<file path="config.mk">
export PLATFORM = sky130hd
export DESIGN_NAME = mul_issue_ctrl_flat
export DESIGN_NICKNAME = d
export VERILOG_FILES = /design/src/rtl/mul_issue_ctrl_if.sv /design/src/rtl/mul_issue_ctrl.sv /design/src/flat_wrapper.sv
export SDC_FILE = /design/constraint.sdc
export NUM_CORES = 1
export LEC_CHECK = 0
export CAP_MARGIN = 25
export CORE_MARGIN = 2
export CORE_UTILIZATION = 49
export CTS_CLUSTER_DIAMETER = 200
export DETAILED_ROUTE_END_ITERATION = 16
export GPL_TIMING_DRIVEN = 0
export PLACE_DENSITY_LB_ADDON = 0.1
export SLEW_MARGIN = 20
export SYNTH_ARGS = -nofsm -noshare
export SYNTH_HDL_FRONTEND = slang
export SYNTH_SLANG_ARGS = --single-unit
</file>
<file path="constraint.sdc">
create_clock -name clock -period 7.3 [get_ports clock]
set_clock_uncertainty 0.1 [all_clocks]
set_input_delay 1.46 -clock clock [delete_from_list [all_inputs] [get_ports clock]]
set_output_delay 1.46 -clock clock [all_outputs]
set_load 0.02 [all_outputs]
</file>
<file path="src/rtl/mul_issue_ctrl_if.sv">
// Bundle of request, multiplier and CDB signals between the RS ports and the issue controller.
interface mul_issue_ctrl_if #(
    parameter int unsigned NUM_REQ = 2,
    parameter int unsigned XLEN    = 32,
    parameter int unsigned PRF_LEN = 6,
    parameter int unsigned ROB_LEN = 5
);
    logic [NUM_REQ-1:0]         req_valid;
    logic [NUM_REQ*XLEN-1:0]    req_opa;
    logic [NUM_REQ*XLEN-1:0]    req_opb;
    logic [NUM_REQ*2-1:0]       req_func;
    logic [NUM_REQ*PRF_LEN-1:0] req_prf_idx;
    logic [NUM_REQ*ROB_LEN-1:0] req_rob_idx;
    logic [NUM_REQ-1:0]         req_ready;
    logic                       squash;
    logic                       mult_start;
    logic [2*XLEN-1:0]          mult_mcand;
    logic [2*XLEN-1:0]          mult_mplier;
    logic [2*XLEN-1:0]          mult_product;
    logic                       cdb_valid;
    logic [XLEN-1:0]            cdb_value;
    logic [PRF_LEN-1:0]         cdb_prf_idx;
    logic [ROB_LEN-1:0]         cdb_rob_idx;
    logic                       cdb_grant;
    logic                       busy;

    // Environment side: RS ports, multiplier and CDB
    modport master (
        output req_valid, req_opa, req_opb, req_func, req_prf_idx, req_rob_idx,
        output squash, mult_product, cdb_grant,
        input  req_ready, mult_start, mult_mcand, mult_mplier,
        input  cdb_valid, cdb_value, cdb_prf_idx, cdb_rob_idx, busy
    );

    // Controller side
    modport slave (
        input  req_valid, req_opa, req_opb, req_func, req_prf_idx, req_rob_idx,
        input  squash, mult_product, cdb_grant,
        output req_ready, mult_start, mult_mcand, mult_mplier,
        output cdb_valid, cdb_value, cdb_prf_idx, cdb_rob_idx, busy
    );
endinterface

</file>
<file path="src/rtl/mul_issue_ctrl.sv">
// Issue controller for the shared pipelined multiplier: round-robin grant, sign stripping,
// tag tracking aligned with the multiplier, sign fix-up and a credit-guarded result FIFO.
module mul_issue_ctrl #(
    parameter int unsigned NUM_REQ    = 2,
    parameter int unsigned LATENCY    = 8,
    parameter int unsigned FIFO_DEPTH = 10,
    parameter int unsigned XLEN       = 32,
    parameter int unsigned PRF_LEN    = 6,
    parameter int unsigned ROB_LEN    = 5
) (
    input logic           clock,
    input logic           reset,
    mul_issue_ctrl_if.slave io_bus
);
    localparam int unsigned RR_W  = (NUM_REQ > 1) ? $clog2(NUM_REQ) : 1;
    localparam int unsigned PTR_W = (FIFO_DEPTH > 1) ? $clog2(FIFO_DEPTH) : 1;
    localparam int unsigned CNT_W = $clog2(FIFO_DEPTH + 1);
    localparam int unsigned OUT_W = $clog2(LATENCY + FIFO_DEPTH + 1);

    logic [LATENCY-1:0] r_tp_valid;
    logic [LATENCY-1:0] r_tp_neg;
    logic [1:0]         r_tp_func [LATENCY];
    logic [PRF_LEN-1:0] r_tp_prf  [LATENCY];
    logic [ROB_LEN-1:0] r_tp_rob  [LATENCY];

    logic [XLEN-1:0]    r_fifo_value [FIFO_DEPTH];
    logic [PRF_LEN-1:0] r_fifo_prf   [FIFO_DEPTH];
    logic [ROB_LEN-1:0] r_fifo_rob   [FIFO_DEPTH];
    logic [PTR_W-1:0]   r_wr_ptr;
    logic [PTR_W-1:0]   r_rd_ptr;
    logic [CNT_W-1:0]   r_count;
    logic [RR_W-1:0]    r_rr;

    logic [OUT_W-1:0]   w_outstanding;
    logic               w_can_issue;
    logic               w_found;
    logic [RR_W-1:0]    w_sel;
    logic [NUM_REQ-1:0] w_grant;
    logic [XLEN-1:0]    w_opa, w_opb, w_mag_a, w_mag_b;
    logic [1:0]         w_func;
    logic               w_sa, w_sb;
    logic [PRF_LEN-1:0] w_prf;
    logic [ROB_LEN-1:0] w_rob;
    logic [2*XLEN-1:0]  w_prod;
    logic [XLEN-1:0]    w_result;
    logic               w_push, w_pop;

    // Credit: every op in the tag pipe already owns a FIFO slot, so count both
    always_comb begin
        w_outstanding = OUT_W'(r_count);
        for (int unsigned i = 0; i < LATENCY; i++) begin
            w_outstanding = w_outstanding + OUT_W'(r_tp_valid[i]);
        end
    end

    assign w_can_issue = (w_outstanding < OUT_W'(FIFO_DEPTH)) && !io_bus.squash && !reset;

    // Round-robin search starting at r_rr, wrapping modulo NUM_REQ
    always_comb begin
        logic [RR_W:0]   sum;
        logic [RR_W-1:0] idx;
        sum     = '0;
        idx     = '0;
        w_found = 1'b0;
        w_sel   = '0;
        w_grant = '0;
        for (int unsigned k = 0; k < NUM_REQ; k++) begin
            sum = {1'b0, r_rr} + (RR_W+1)'(k);
            if (sum >= (RR_W+1)'(NUM_REQ)) begin
                sum = sum - (RR_W+1)'(NUM_REQ);
            end
            idx = sum[RR_W-1:0];
            if (!w_found && w_can_issue && io_bus.req_valid[idx]) begin
                w_found = 1'b1;
                w_sel   = idx;
            end
        end
        if (w_found) begin
            w_grant[w_sel] = 1'b1;
        end
    end

    // Select the granted port's fields and strip operand signs
    always_comb begin
        w_opa  = '0;
        w_opb  = '0;
        w_func = '0;
        w_prf  = '0;
        w_rob  = '0;
        for (int unsigned i = 0; i < NUM_REQ; i++) begin
            if (w_sel == RR_W'(i)) begin
                w_opa  = io_bus.req_opa[i*XLEN +: XLEN];
                w_opb  = io_bus.req_opb[i*XLEN +: XLEN];
                w_func = io_bus.req_func[i*2 +: 2];
                w_prf  = io_bus.req_prf_idx[i*PRF_LEN +: PRF_LEN];
                w_rob  = io_bus.req_rob_idx[i*ROB_LEN +: ROB_LEN];
            end
        end
        // MULHU treats opa as unsigned; MULHSU and MULHU treat opb as unsigned
        w_sa    = (w_func != 2'd3) && w_opa[XLEN-1];
        w_sb    = !w_func[1] && w_opb[XLEN-1];
        w_mag_a = w_sa ? (~w_opa + XLEN'(1)) : w_opa;
        w_mag_b = w_sb ? (~w_opb + XLEN'(1)) : w_opb;
    end

    assign io_bus.req_ready   = w_grant;
    assign io_bus.mult_start  = w_found;
    assign io_bus.mult_mcand  = w_found ? {{XLEN{1'b0}}, w_mag_a} : '0;
    assign io_bus.mult_mplier = w_found ? {{XLEN{1'b0}}, w_mag_b} : '0;

    // Restore the sign of the returning product and pick the requested half
    always_comb begin
        w_prod   = r_tp_neg[LATENCY-1] ? (~io_bus.mult_product + (2*XLEN)'(1))
                                       : io_bus.mult_product;
        w_result = (r_tp_func[LATENCY-1] == 2'd0) ? w_prod[XLEN-1:0] : w_prod[2*XLEN-1:XLEN];
    end

    assign w_push = r_tp_valid[LATENCY-1] && !io_bus.squash;
    assign w_pop  = (r_count != '0) && io_bus.cdb_grant;

    // Arbitration pointer moves past the winner; holds otherwise
    always_ff @(posedge clock) begin
        if (reset) begin
            r_rr <= '0;
        end else if (w_found) begin
            r_rr <= (w_sel == RR_W'(NUM_REQ - 1)) ? '0 : w_sel + RR_W'(1);
        end
    end

    // Valid bits of the tag pipe; squash kills everything still inside the multiplier
    always_ff @(posedge clock) begin
        if (reset || io_bus.squash) begin
            r_tp_valid <= '0;
        end else begin
            r_tp_valid[0] <= w_found;
            for (int unsigned i = 1; i < LATENCY; i++) begin
                r_tp_valid[i] <= r_tp_valid[i-1];
            end
        end
    end

    // Tag payload shifts unconditionally; it is only meaningful where valid is set
    always_ff @(posedge clock) begin
        r_tp_neg[0]  <= w_sa ^ w_sb;
        r_tp_func[0] <= w_func;
        r_tp_prf[0]  <= w_prf;
        r_tp_rob[0]  <= w_rob;
        for (int unsigned i = 1; i < LATENCY; i++) begin
            r_tp_neg[i]  <= r_tp_neg[i-1];
            r_tp_func[i] <= r_tp_func[i-1];
            r_tp_prf[i]  <= r_tp_prf[i-1];
            r_tp_rob[i]  <= r_tp_rob[i-1];
        end
    end

    // FIFO pointers and occupancy; squash empties it even if a pop also happens
    always_ff @(posedge clock) begin
        if (reset || io_bus.squash) begin
            r_wr_ptr <= '0;
            r_rd_ptr <= '0;
            r_count  <= '0;
        end else begin
            if (w_push) begin
                r_wr_ptr <= (r_wr_ptr == PTR_W'(FIFO_DEPTH - 1)) ? '0 : r_wr_ptr + PTR_W'(1);
            end
            if (w_pop) begin
                r_rd_ptr <= (r_rd_ptr == PTR_W'(FIFO_DEPTH - 1)) ? '0 : r_rd_ptr + PTR_W'(1);
            end
            if (w_push && !w_pop) begin
                r_count <= r_count + CNT_W'(1);
            end else if (!w_push && w_pop) begin
                r_count <= r_count - CNT_W'(1);
            end
        end
    end

    // FIFO storage write
    always_ff @(posedge clock) begin
        if (w_push) begin
            r_fifo_value[r_wr_ptr] <= w_result;
            r_fifo_prf[r_wr_ptr]   <= r_tp_prf[LATENCY-1];
            r_fifo_rob[r_wr_ptr]   <= r_tp_rob[LATENCY-1];
        end
    end

    assign io_bus.cdb_valid   = (r_count != '0);
    assign io_bus.cdb_value   = r_fifo_value[r_rd_ptr];
    assign io_bus.cdb_prf_idx = r_fifo_prf[r_rd_ptr];
    assign io_bus.cdb_rob_idx = r_fifo_rob[r_rd_ptr];
    assign io_bus.busy        = (w_outstanding != '0);

`ifndef SYNTHESIS
    // Credit accounting must make a push into a full FIFO impossible
    always_ff @(posedge clock) begin
        if (!reset && w_push) begin
            assert (r_count < CNT_W'(FIFO_DEPTH))
            else $error("mul_issue_ctrl: push into full result FIFO");
        end
    end
`endif
endmodule

</file>
<file path="src/flat_wrapper.sv">
// flat-port wrapper written by rule: the top's interface ports become plain ports
module mul_issue_ctrl_flat 
#(
    parameter int unsigned NUM_REQ    = 2,
    parameter int unsigned LATENCY    = 8,
    parameter int unsigned FIFO_DEPTH = 10,
    parameter int unsigned XLEN       = 32,
    parameter int unsigned PRF_LEN    = 6,
    parameter int unsigned ROB_LEN    = 5
)
  (clock, reset, io_bus_req_valid, io_bus_req_opa, io_bus_req_opb, io_bus_req_func, io_bus_req_prf_idx, io_bus_req_rob_idx, io_bus_squash, io_bus_mult_product, io_bus_cdb_grant, io_bus_req_ready, io_bus_mult_start, io_bus_mult_mcand, io_bus_mult_mplier, io_bus_cdb_valid, io_bus_cdb_value, io_bus_cdb_prf_idx, io_bus_cdb_rob_idx, io_bus_busy);
  mul_issue_ctrl_if #(.NUM_REQ(NUM_REQ), .XLEN(XLEN), .PRF_LEN(PRF_LEN), .ROB_LEN(ROB_LEN)) io_bus_i ();
  input logic clock;
  input logic reset;
  input wire logic [$bits(io_bus_i.req_valid)-1:0] io_bus_req_valid;
  input wire logic [$bits(io_bus_i.req_opa)-1:0] io_bus_req_opa;
  input wire logic [$bits(io_bus_i.req_opb)-1:0] io_bus_req_opb;
  input wire logic [$bits(io_bus_i.req_func)-1:0] io_bus_req_func;
  input wire logic [$bits(io_bus_i.req_prf_idx)-1:0] io_bus_req_prf_idx;
  input wire logic [$bits(io_bus_i.req_rob_idx)-1:0] io_bus_req_rob_idx;
  input wire logic [$bits(io_bus_i.squash)-1:0] io_bus_squash;
  input wire logic [$bits(io_bus_i.mult_product)-1:0] io_bus_mult_product;
  input wire logic [$bits(io_bus_i.cdb_grant)-1:0] io_bus_cdb_grant;
  output wire logic [$bits(io_bus_i.req_ready)-1:0] io_bus_req_ready;
  output wire logic [$bits(io_bus_i.mult_start)-1:0] io_bus_mult_start;
  output wire logic [$bits(io_bus_i.mult_mcand)-1:0] io_bus_mult_mcand;
  output wire logic [$bits(io_bus_i.mult_mplier)-1:0] io_bus_mult_mplier;
  output wire logic [$bits(io_bus_i.cdb_valid)-1:0] io_bus_cdb_valid;
  output wire logic [$bits(io_bus_i.cdb_value)-1:0] io_bus_cdb_value;
  output wire logic [$bits(io_bus_i.cdb_prf_idx)-1:0] io_bus_cdb_prf_idx;
  output wire logic [$bits(io_bus_i.cdb_rob_idx)-1:0] io_bus_cdb_rob_idx;
  output wire logic [$bits(io_bus_i.busy)-1:0] io_bus_busy;
  assign io_bus_i.req_valid = io_bus_req_valid;
  assign io_bus_i.req_opa = io_bus_req_opa;
  assign io_bus_i.req_opb = io_bus_req_opb;
  assign io_bus_i.req_func = io_bus_req_func;
  assign io_bus_i.req_prf_idx = io_bus_req_prf_idx;
  assign io_bus_i.req_rob_idx = io_bus_req_rob_idx;
  assign io_bus_i.squash = io_bus_squash;
  assign io_bus_i.mult_product = io_bus_mult_product;
  assign io_bus_i.cdb_grant = io_bus_cdb_grant;
  assign io_bus_req_ready = io_bus_i.req_ready;
  assign io_bus_mult_start = io_bus_i.mult_start;
  assign io_bus_mult_mcand = io_bus_i.mult_mcand;
  assign io_bus_mult_mplier = io_bus_i.mult_mplier;
  assign io_bus_cdb_valid = io_bus_i.cdb_valid;
  assign io_bus_cdb_value = io_bus_i.cdb_value;
  assign io_bus_cdb_prf_idx = io_bus_i.cdb_prf_idx;
  assign io_bus_cdb_rob_idx = io_bus_i.cdb_rob_idx;
  assign io_bus_busy = io_bus_i.busy;
  mul_issue_ctrl #(.NUM_REQ(NUM_REQ), .LATENCY(LATENCY), .FIFO_DEPTH(FIFO_DEPTH), .XLEN(XLEN), .PRF_LEN(PRF_LEN), .ROB_LEN(ROB_LEN)) u_core (.clock(clock), .reset(reset), .io_bus(io_bus_i));
endmodule
</file>
==> flow_summary.json, run 1 <==
{
  "fmax_mhz": 121.1,
  "drc_errors": 0,
  "synth-async-reset-ratio": 0,
  "finalSetupViolations": 39,
  "synth-main-ff-cell": "edfxtp_1",
  "drtAntennaViolNets": 0,
  "cts.sinks": 567,
  "grt_pass1_vias": 19181,
  "drt_iter0_markers": 1912,
  "cp.required_ns": 5.74,
  "relSlewSlack": 0.2587,
  "synth_compound_area_frac": 0.08409,
  "final_nets": 2804,
  "placementRows": 84,
  "synth-seq-cells": 567,
  "clkPwrFrac": 0.365,
  "clk_pin_slew_ns": 0.06,
  "htree_levels": 2,
  "hold_viol_final": 0,
  "period_minus_slack_ns": 8.258,
  "maxSlewViolCount": 0,
  "drv_cap": 0,
  "synth_area_leader_cell": "edfxtp_1",
  "dp_cells": 3086,
  "via_count": 19233,
  "outcome": "finished with violations",
  "worstPathMaxFanout": 4,
  "post-route-period-util": 1.131,
  "final_cells": 3291,
  "synth_edf_count": 430,
  "worst-setup-path-type": "flop to output port",
  "avgViaCountPerCell": 5.844,
  "p_switching_mw": 1.656,
  "area_growth_syn_to_layout_pct": 35.94,
  "post_synth_mux_area_share": 0.1204,
  "die_area_um2": 54540,
  "worst_pin_slew_ns": 1.112,
  "grt_start_max_net_pins": 20,
  "synthXorXnorAreaFrac": 0.03766,
  "yosysTopAreaCellShare": 0.5002,
  "drive_gt1_frac": 0.2643,
  "yosysSeqAreaShare": 0.6064,
  "start_kind": "flop",
  "ctsLongestPathBuffers": 3,
  "setup_tns_ns": -20.49,
  "gp_congestion": 0.9483,
  "grt_usage": 0.3018,
  "worst_setup_path_end_kind": "output port",
  "dp_hpwl_mm": 61.19,
  "core-area_um2": 52340,
  "synth_top_family_by_area": "multiplexers",
  "synth-simple-area-share": 0.1029,
  "netSwitchingFraction": 0.2357,
  "fin_util": 0.6705,
  "p_comb_frac": 0.120,
  "io_pins": 400,
  "die_h_um": 233.5,
  "fillers": 3807,
  "failed_checks": "negative setup slack",
  "yosys-top-cells-area": "edfxtp_1, dfxtp_1, mux4_2",
  "initial_core_util": 0.4932,
  "powerDensity_nw_per_um2": 200.2,
  "dpl_cell_area_um2": 30970,
  "holdWs_ns": 0.2216,
  "p_seq_frac": 0.515,
  "synth_common_cells": "edfxtp_1, dfxtp_1, nand2_1, nor2_1, mux2i_1",
  "cellLeakagePower_nw": 12.36,
  "syn_area_um2": 25820,
  "grt_first_pass_wirelength_mm": 121.0,
  "routed_wl_mm": 84.63,
  "fp.dieW_um": 233.5,
  "min_path_type": "flop to flop",
  "synthAdderAreaFrac": 0.01047,
  "cts_buffers": 50,
  "yosys.cell_types.count": 75,
  "fin_area_um2": 35090,
  "antenna_found_initial": 4,
  "syn_area_per_cell_um2": 13.23,
  "setup_ws_ns": -0.9578,
  "clkLatencyLatePin_ns": 0.57,
  "drt_pre_antenna_iters": 7,
  "grt-ovfl-total": 0,
  "routedWlPerCell_um": 25.72,
  "dpl_worst_slack_ns": -1.949,
  "crit_arrival_ns": 6.70,
  "io_buffers": 335,
  "power.internal_mw": 5.369,
  "power_mw": 7.025,
  "diodes": 0,
  "rsz0062_at_grt": "true",
  "yosys_warnings": 0,
  "cts_tree": "yes",
  "peakVddDrop_v": 0.0001953,
  "root_buffer": "clkbuf_16",
  "postSynthCellCount": 1952,
  "yosys.cell_count.top_type": "edfxtp_1"
}
==> power by group through the flow <==
stage	clock, mW	combinational, mW	sequential [mW]
after floorplan	0	0.371	3.67
after global placement	0	0.708	3.68
after detailed placement	0	0.715	3.69
after CTS	2.60	0.763	3.62
after global routing	2.73	0.890	3.62
final	2.57	0.843	3.62
==> cell families after synthesis <==
family / Yosys count
muxes: 202
and+or+nand+nor: 525
AOI/OAI and AO/OA: 336
buffers and inverters: 192
adders and majority gates: 18
xor gates and xnor gates: 111
other: 1
DFF: 567
==> cells in the final DEF (no fill, tap or decap), types with 49 or more instances in the layout <==
cell type,count
edfxtp_1,430
clkdlybuf4s50_1,268
buf_4,200
dfxtp_1,135
nand2_1,134
nor2_1,109
mux4_2,86
mux2i_1,81
a21oi_1,71
conb_1,64
o21ai_0,59
clkbuf_1,58
clkbuf_16,57
xnor2_1,51
nor2b_1,50
a211oi_1,50
xor2_1,49
==> worst max-delay path, cell delays in order (launching register included) <==
cell and delay [ns]:
dfxtp_4 0.35, fa_1 0.53, inv_1 0.05, fa_1 0.49
fa_1 0.45, fa_2 0.38, fa_2 0.46, o2bb2ai_2 0.14
a222oi_1 0.36, o311ai_2 0.22, nand2_2 0.21, clkinv_4 0.10
buf_12 0.13, clkbuf_16 0.15, mux2i_4 0.21, ha_4 0.17
nor3b_4 0.20, nand3b_1 0.17, a21oi_2 0.18, or2_4 0.14
buf_8 0.10, o2111ai_4 0.18, o21ai_4 0.26, mux2i_4 0.32
buf_6 0.15
==> flip-flops by register name, summed over array words and instances (netlist names), named ones only <==
signal and cells:
u_core.r_count 4, u_core.r_fifo_prf 60, u_core.r_fifo_rob 50, u_core.r_fifo_value 320
u_core.r_rd_ptr 4, u_core.r_rr 1, u_core.r_tp_func 16, u_core.r_tp_neg 8
u_core.r_tp_prf 48, u_core.r_tp_rob 40, u_core.r_tp_valid 8, u_core.r_wr_ptr 4
==> worst paths after layout <==
kind / startpoint / endpoint / slack, ns / depth (start not counted)
setup / recovery: u_core.r_count[0] / io_bus_mult_mplier[28] / -0.96 / 24
setup reg to reg: u_core.r_count[0] / u_core.r_tp_neg[0] / 1.97 / 18
hold / removal: u_core.r_tp_rob[0][7] / u_core.r_tp_rob[0][12] / 0.22 / 0
hold reg to reg: u_core.r_tp_rob[0][7] / u_core.r_tp_rob[0][12] / 0.22 / 0
==> repair_timing <==
item / in CTS / in global routing
endpoints found under the setup margin: 67 / 67
cloned: 0 / 3
hold buffers: 0 / 0
resized for setup: 494 / 200
setup buffers: 48 / 55
pin swaps: 42 / 77
==> area by class of cell <==
type	count	area [um^2]	share of cell area
Clock inverter	25	190.2	0.005419
Buffer	170	1303	0.03711
Multi-Input combinational cell	1256	10740	0.3060
Tap cell	688	860.8	0.02453
Clock buffer	68	1433	0.04082
Timing Repair Buffer	496	4825	0.1375
Inverter	21	83.83	0.002389
Sequential cell	567	15660	0.4462
==> metal layers <==
layer / vias to the layer above / share of wire / GRT usage
li1: 8539 / - / -
met1: 9429 / 0.38 / 0.3822
met2: 1041 / 0.49 / 0.5069
met3: 220 / 0.087 / 0.05957
met4: 4 / 0.048 / 0.1270
met5: - / 0.00024 / 0
(Power assumes the default switching activity.)
==> run 2, diff against run 1 <==
SKIP_CTS_REPAIR_TIMING = 1   (was unset)
==> run 2 against run 1 <==
Net effect:
- the run still ends with negative setup slack left
- fmax is 1.9% lower
- cell count is 1.4% lower
- worst setup slack worse by 0.16 ns
- wire length is 1.9% lower
- global-route usage is 0.50 points lower
- worst hold slack hardly changed
- sequential power hardly changed
- clock-buffer cell count stayed put
- clock power hardly changed
- critical path depth is 1 higher
- largest cell class unchanged
- largest power group unchanged
==> flow_summary.json, run 2 (same netlist as run 1, synthesis figures left out) <==
{
  "top_regs": "u_core.r_fifo_value x320, u_core.r_fifo_prf x60, u_core.r_fifo_rob x50",
  "period_minus_slack_ns": 8.420,
  "clkLatencyLatePin_ns": 0.57,
  "ctsLongestPathBuffers": 3,
  "worst_setup_path_end_kind": "output port",
  "final_cells": 3245,
  "finalSetupViolations": 47,
  "min_path_type": "flop to flop",
  "start_kind": "flop",
  "die_h_um": 233.5,
  "worst_pin_slew_ns": 1.131,
  "final_common_cell": "edfxtp_1",
  "placementRows": 84,
  "avgViaCountPerCell": 5.869,
  "dp_cells": 3086,
  "cellLeakagePower_nw": 12.09,
  "crit_arrival_ns": 6.86,
  "rrSetupSlack_ns": 2.09,
  "grt-ovfl-total": 0,
  "clk_pin_slew_ns": 0.07,
  "worst-setup-path-type": "flop to output port",
  "failed_checks": "negative setup slack",
  "dp_hpwl_mm": 61.19,
  "drv_cap": 0,
  "via_count": 19044,
  "area_growth_syn_to_layout_pct": 31.10,
  "post-route-period-util": 1.153,
  "gp_congestion": 0.9483,
  "cts.sinks": 567,
  "worstPathMaxFanout": 10,
  "io_pins": 400,
  "powerDensity_nw_per_um2": 205.7,
  "setup_ws_ns": -1.120,
  "final_nets": 2758,
  "drc_errors": 0,
  "largest_register_ffs": 320,
  "cts_tree": "yes",
  "core-area_um2": 52340,
  "critPathBufInv": 7,
  "grt_usage": 0.2969,
  "outcome": "finished with violations",
  "ff_latch_area_um2": 15660,
  "rsz0062_at_grt": "true",
  "initial_core_util": 0.4932,
  "use_met2": 0.5055,
  "htree_levels": 2,
  "met1_usage": 0.3775,
  "drtAntennaViolNets": 0,
  "fin_util": 0.6466,
  "fp.dieW_um": 233.5,
  "multi_input_comb_area_um2": 10120,
  "antenna_found_initial": 4,
  "drt_pre_antenna_iters": 8,
  "grt_pass1_vias": 18658,
  "crit_family": "adder cells",
  "grt.busiest_layer": "met2",
  "cp_slowest_cell": "fa_1",
  "drt_iter0_markers": 2016,
  "diodes": 0,
  "setup_tns_ns": -28.92,
  "cts_buffers": 50,
  "io_buffers": 335,
  "drive_gt1_frac": 0.2182,
  "peakVddDrop_v": 0.0001951,
  "met3_usage": 0.05774,
  "maxSlewViolCount": 0,
  "root_buffer": "clkbuf_16",
  "cp_slowest_stage_delay_ns": 0.53,
  "relSlewSlack": 0.2460,
  "fillers": 3922,
  "routed_wl_mm": 82.99,
  "cp.required_ns": 5.74,
  "grt_first_pass_wirelength_mm": 118.8,
  "hold_viol_final": 0,
  "grt_start_max_net_pins": 20,
  "final_cell_mix": "edfxtp_1, clkdlybuf4s50_1, buf_4, nand2_1, dfxtp_1",
  "fmax_mhz": 118.8,
  "cpMostUsedCell": "fa_1",
  "regMostFlops": "u_core.r_fifo_value",
  "die_area_um2": 54540,
  "routedWlPerCell_um": 25.57
}
## run 2: worst paths after layout
kind,cells past startpoint,end,from
max reg2reg,17,u_core.r_tp_prf[0][4],u_core.r_count[0]
min,0,u_core.r_tp_func[1][0],u_core.r_tp_func[0][6]
max,25,io_bus_mult_mplier[28],u_core.r_count[0]
min reg2reg,0,u_core.r_tp_func[1][0],u_core.r_tp_func[0][6]
## run 2: stage by stage
stage                     setup slack [ns]  area (um^2)  power [mW]  hold slack [ns]
after floorplan                   -0.03093        26190       4.045           0.2096
after global placement              -3.909        30410       4.392           0.2104
after CTS                           -2.569        32590       6.940           0.2232
final                               -1.120        33840       6.962           0.2214
after detailed placement            -1.949        30970       4.401           0.2121
after global routing                -1.333        33840       7.176           0.2234
## run 2: report_power, final
group,internal [mW],switching (mW),leakage [nW]
registers,3.59,0.0219,5.02
clock network,1.42,1.14,0.807
logic,0.317,0.467,6.26
## run 2: cell type report
cell class,instances,share of cell area
flip-flops and latches,567,0.4627
multi-input cells,1256,0.2990
repair buffers,450,0.1281
clock buffers,68,0.04233
plain buffers,170,0.03423
well taps,688,0.02544
clock inverters,25,0.005619
inverters,21,0.002551
## run 2: layer usage
| layer | vias to the layer above | wire [um] |
|---|---|---|
| met5 | - | 25 |
| met4 | 4 | 3302 |
| met3 | 191 | 7184 |
| met2 | 1026 | 40760 |
| met1 | 9377 | 31710 |
| li1 | 8446 | - |
## run 2: worst reg2reg max path, cell delays in order (launching register included)
cell	delay (ns)
dfxtp_4	0.35
fa_1	0.53
inv_1	0.05
fa_1	0.49
fa_1	0.46
fa_2	0.38
fa_2	0.47
o2bb2ai_2	0.15
a222oi_1	0.31
buf_4	0.19
o311ai_4	0.14
nand2_4	0.20
buf_12	0.15
buf_12	0.11
clkbuf_2	0.34
clkbuf_1	0.47
nand2_1	0.17
nand2_1	0.10
